File: config.mk
export PLATFORM = sky130hd
export DESIGN_NAME = lut_multiplier_seq
export DESIGN_NICKNAME = d
export VERILOG_FILES = /design/src/rtl/lut_multiplier_seq.sv
export SDC_FILE = /design/constraint.sdc
export NUM_CORES = 1
export LEC_CHECK = 0
export CAP_MARGIN = 20
export CORE_AREA = 2 2 178 180
export DETAILED_ROUTE_END_ITERATION = 12
export DIE_AREA = 0 0 180 182
export PLACE_DENSITY_LB_ADDON = 0.08
export SETUP_SLACK_MARGIN = 0.4
export SLEW_MARGIN = 30
export SYNTH_ARGS = -nofsm -noshare
export SYNTH_HDL_FRONTEND = slang
export SYNTH_SLANG_ARGS = --single-unit
File: constraint.sdc
create_clock -name clk_mb -period 7.4 [get_ports clk_mb]
set_input_delay 1.85 -clock clk_mb [delete_from_list [all_inputs] [get_ports clk_mb]]
set_output_delay 1.85 -clock clk_mb [all_outputs]
set_load 0.01 [all_outputs]
File: src/rtl/lut_multiplier_seq.sv
// Sequential LUT multiplier: consumes DIGIT bits of B per cycle against a table of multiples of |A|.
// Latency N+2 cycles from acceptance to out_valid; a stalled out_ready holds DONE and blocks new operands.
module lut_multiplier_seq #(
    parameter int WA     = 32,
    parameter int WB     = 8,
    parameter int DIGIT  = 2,
    parameter int SIGNED = 0
) (
    input  logic               clk_mb,
    input  logic               rst_mb,
    input  logic               in_valid,
    output logic               in_ready,
    input  logic [WA-1:0]      source_number_mb_0,
    input  logic [WB-1:0]      source_number_mb_1,
    output logic               out_valid,
    input  logic               out_ready,
    output logic [WA+WB-1:0]   result_mb
);

    localparam int N  = WB / DIGIT;
    localparam int W  = WA + WB;
    localparam int LW = WA + DIGIT;
    localparam int NL = 1 << DIGIT;
    localparam int CW = (N > 1) ? $clog2(N) : 1;

    localparam logic [1:0] S_IDLE = 2'd0;
    localparam logic [1:0] S_LOAD = 2'd1;
    localparam logic [1:0] S_RUN  = 2'd2;
    localparam logic [1:0] S_DONE = 2'd3;

    logic [1:0]    r_state;
    logic [WA-1:0] r_a;
    logic [WB-1:0] r_b;
    logic          r_neg;
    logic [LW-1:0] r_lut [NL];
    logic [W-1:0]  r_acc;
    logic [W-1:0]  r_result;
    logic [CW-1:0] r_cnt;
    logic          r_out_valid;

    logic             w_a_neg;
    logic             w_b_neg;
    logic [WA-1:0]    w_a_mag;
    logic [WB-1:0]    w_b_mag;
    logic [DIGIT-1:0] w_digit;
    logic [W-1:0]     w_term;
    logic [W-1:0]     w_acc_next;
    logic [W-1:0]     w_res;
    logic             w_last;

    // Magnitudes are taken as unsigned, so -2^(WA-1) maps cleanly to 2^(WA-1).
    assign w_a_neg    = (SIGNED != 0) && source_number_mb_0[WA-1];
    assign w_b_neg    = (SIGNED != 0) && source_number_mb_1[WB-1];
    assign w_a_mag    = w_a_neg ? -source_number_mb_0 : source_number_mb_0;
    assign w_b_mag    = w_b_neg ? -source_number_mb_1 : source_number_mb_1;

    // r_b is shifted down each RUN cycle, so the current digit is always at the bottom.
    assign w_digit    = r_b[DIGIT-1:0];
    assign w_term     = W'(r_lut[w_digit]) << (32'(r_cnt) * DIGIT);
    assign w_acc_next = r_acc + w_term;
    assign w_res      = r_neg ? -w_acc_next : w_acc_next;
    assign w_last     = (r_cnt == CW'(N - 1));

    always_ff @(posedge clk_mb) begin
        if (rst_mb) begin
            r_state     <= S_IDLE;
            r_a         <= '0;
            r_b         <= '0;
            r_neg       <= 1'b0;
            r_acc       <= '0;
            r_result    <= '0;
            r_cnt       <= '0;
            r_out_valid <= 1'b0;
            for (int k = 0; k < NL; k++) begin
                r_lut[k] <= '0;
            end
        end else begin
            case (r_state)
                S_IDLE: begin
                    if (in_valid) begin
                        r_a     <= w_a_mag;
                        r_b     <= w_b_mag;
                        r_neg   <= w_a_neg ^ w_b_neg;
                        r_state <= S_LOAD;
                    end
                end
                S_LOAD: begin
                    for (int k = 0; k < NL; k++) begin
                        r_lut[k] <= LW'(r_a) * LW'(k);
                    end
                    r_acc   <= '0;
                    r_cnt   <= '0;
                    r_state <= S_RUN;
                end
                S_RUN: begin
                    r_acc <= w_acc_next;
                    r_b   <= r_b >> DIGIT;
                    if (w_last) begin
                        r_cnt       <= '0;
                        r_result    <= w_res;
                        r_out_valid <= 1'b1;
                        r_state     <= S_DONE;
                    end else begin
                        r_cnt <= r_cnt + 1'b1;
                    end
                end
                S_DONE: begin
                    if (out_ready) begin
                        r_out_valid <= 1'b0;
                        r_state     <= S_IDLE;
                    end
                end
                default: r_state <= S_IDLE;
            endcase
        end
    end

    assign in_ready  = (r_state == S_IDLE);
    assign out_valid = r_out_valid;
    assign result_mb = r_result;

endmodule

==> impl_metrics.json <==
{
  "status": "completed",
  "cts.sinks": 192,
  "fp.dieW_um": 180,
  "drv_cap": 0,
  "final_layout_size_suffix_gt1_share_pct": 6.98,
  "grt_pass1_vias": 9734,
  "cp_common_cell": "buf_4",
  "grt_setup_unrepaired": "false",
  "cts_made_buffers": 17,
  "antenna_found_initial": 0,
  "dr_total_vias": 10137,
  "hold_viol": 0,
  "die_area_um2": 32800,
  "gp_congestion": 0.878,
  "ys_seq_area_share_pct": 36.8,
  "critPathTopFamily": "compound AO/OA/AOI/OAI gates",
  "drv_slew": 0,
  "yosys-top-cells-area": "dfxtp_1 (21%), edfxtp_1 (16%), ha_1 (7.9%)",
  "holdCritPathClass": "reg2reg",
  "grt_pass1_wl_um": 52200,
  "powerDensity_nw_per_um2": 257,
  "crit_type": "reg2reg",
  "synth_flop_cell": "dfxtp_1",
  "pwr-share-comb_pct": 34.9,
  "async_flop_share_pct": 0,
  "synth_top_cell_by_area": "dfxtp_1",
  "hold_slack_ps": 455,
  "dp_slack_ps": 2770,
  "worstPathCellList": "buf_4 -> nor2b_2 -> buf_4 -> a22oi_1 -> or3_1 -> fa_1 -> and2b_1 -> o211ai_1 -> a2111o_1 -> a211o_1 -> a211oi_2 -> a311oi_1 -> or4_1 -> nand3_1",
  "synth_edf_count": 65,
  "pwr-share-seq_pct": 38.1,
  "syn_inst": 1405,
  "io_buffers": 85,
  "fin_setup_tns_ps": 0,
  "p_sw_mw": 1.35,
  "dp_hpwl_um": 23900,
  "arrival_ps": 5040,
  "cp.required_ps": 7800,
  "max_freq_mhz": 216,
  "yosys_warnings": 0,
  "start_kind": "register",
  "clock-root-buffer": "clkbuf_16",
  "avgViaCountPerCell": 5.48,
  "io_pins": 86,
  "diodes": 0,
  "cts_tree": "built",
  "synth_area_um2": 12200,
  "drt_pass1_iterations": 5,
  "detail_route.wl_per_cell_um": 17.4,
  "worst_pin_slew_ps": 827,
  "p_clk_share_pct": 27.0,
  "fin_nets": 1558,
  "cts.clk_slew.worst_paths_ps": 80,
  "grt_max_degree": 59,
  "power.internal_mw": 2.25,
  "synth.avg_cell_area_um2": 8.69,
  "drtIter0Drc": 569,
  "path_max_fanout": 36,
  "cts_resized": 0,
  "synth_top_area_share_pct": 20.8,
  "cts_max_level": 4,
  "postCtsSetupBuffers": 0,
  "setup_viol": 0,
  "critical_path.slowest_cell": "or4_1",
  "relSlewSlack_pct": 44.2,
  "drc_errors": 0,
  "worstSkewPairLatency_ps": 460,
  "clock_skew_ps": 8.18,
  "worstHoldStart": "result_mb[31]",
  "core_area_um2": 31000,
  "min_period_ps": 4640,
  "critPathBufInv": 2,
  "synthesis.nets": 1528,
  "overflow": 0,
  "cpPeakStageDelay_ps": 500,
  "ys_types": 74,
  "peakVddDrop_uv": 180,
  "end_kind": "register",
  "initial_utilization_pct": 39.4,
  "postRouteAntennaNets": 0,
  "switching_share_pct": 37.5,
  "setup_ws_ps": 2760,
  "ys_ff_latch": 192,
  "clockBufferDepth": 2,
  "leakage_nw": 5.32,
  "syn2layout_area_growth_pct": 14.3,
  "fin_crit_sh_pct": 62.7,
  "cts_hold_buf": 0,
  "die_h_um": 182,
  "num_rows": 65,
  "wl_um": 32200,
  "grt_use_total_pct": 19.6
}
## flip-flops by register name, summed over array words and instances, names as in the netlist, named ones only
register	cells
r_lut	65
r_acc	40
result_mb	40
r_a	32
r_b	8
r_cnt	2
r_state	2
out_valid	1
## layout make-up
type | count | area (um2)
tap | 402 | 503
inverter | 33 | 124
multi-input combinational | 1091 | 7260
clock inverter | 12 | 133
timing repair buffer | 100 | 961
fill | 3097 | 17000
sequential | 192 | 4500
clock buffer | 20 | 478
## layout by cell type, fill, tap and decap left out, types with 5 or more instances in the layout
cell type	instances
and2_1	42
o21bai_1	5
dfxtp_1	125
a22oi_1	17
a22o_1	37
ha_1	77
a21oi_1	132
and3_1	10
nor3_1	24
o211ai_1	9
xnor2_1	30
o21a_1	11
nor4_1	5
nand2b_1	8
clkdlybuf4s50_1	84
mux2_2	32
a2111oi_0	7
buf_4	16
nand4_1	14
mux2i_1	66
nor2_1	114
or4_1	6
a31oi_1	10
o21ai_0	52
a211o_1	6
edfxtp_1	65
o41ai_1	5
clkbuf_16	18
nor2b_1	5
xor2_1	28
inv_1	31
nand2_1	187
or2_2	5
nand3_1	35
a211oi_1	17
a21o_1	27
## power groups by stage
stage	clock network, mW	logic, mW	registers [mW]
after global routing	1.04	1.40	1.39
after CTS	0.999	1.26	1.37
after detailed placement	0	1.25	1.40
final	0.972	1.25	1.37
after global placement	0	1.25	1.40
after floorplan	0	0.955	1.34
## kinds of logic (layout without fill, tap and decap cells)
| logic type | Yosys count | count (layout) | synth area share [%] |
|---|---|---|---|
| simple gates | 473 | 473 | 17.8 |
| fa+ha+maj | 79 | 79 | 8.22 |
| mux | 98 | 98 | 8.36 |
| buf+inv | 122 | 165 | 3.78 |
| xor+xnor | 58 | 58 | 4.16 |
| compound gates | 383 | 383 | 20.9 |
| flops | 192 | 192 | 36.8 |
## stage by stage
step	utilization [%]	cells	cell area (um2)	total power, mW
after CTS	45.0	1850	14000	3.63
after floorplan	-	1405	12200	2.29
after global placement	43.1	1818	13300	2.65
final	45.1	1850	14000	3.59
after detailed placement	43.1	1818	13300	2.65
after global routing	45.1	1850	14000	3.83
## tightest hold or removal path: cells and delay by family (launching register included)
| family | cells | cell delay (ps) |
|---|---|---|
| AO/OA/AOI/OAI | 1 | 50 |
| flip-flops | 1 | 310 |
| AND/OR/NAND/NOR | 1 | 50 |
## final timing paths
check | slack (ps) | cells after the start | end
max reg2reg | 2760 | 14 | result_mb[24]
min | 460 | 2 | result_mb[31]
max | 2760 | 14 | result_mb[24]
min reg2reg | 460 | 2 | result_mb[31]
## synth_stat cells, types with 24 or more instances
cell type and n:
a21oi_1 132, mux2_2 32, xor2_1 28, inv_1 31
nand2_1 189, a21o_1 27, a22o_1 37, nor2_1 114
ha_1 77, nor3_1 24, edfxtp_1 65, o21ai_0 53
xnor2_1 30, and2_1 42, mux2i_1 66, dfxtp_1 127
clkbuf_1 74, nand3_1 35
## routing by layer
metal	vias up	global-route usage [%]	part of all wire (%)
li1	5160	-	-
met1	4795	28.2	51
met2	157	30.9	45
met3	25	2.67	2.7
met4	0	4.85	1.2
met5	-	0	0
Power figures use the tool's default switching activity.
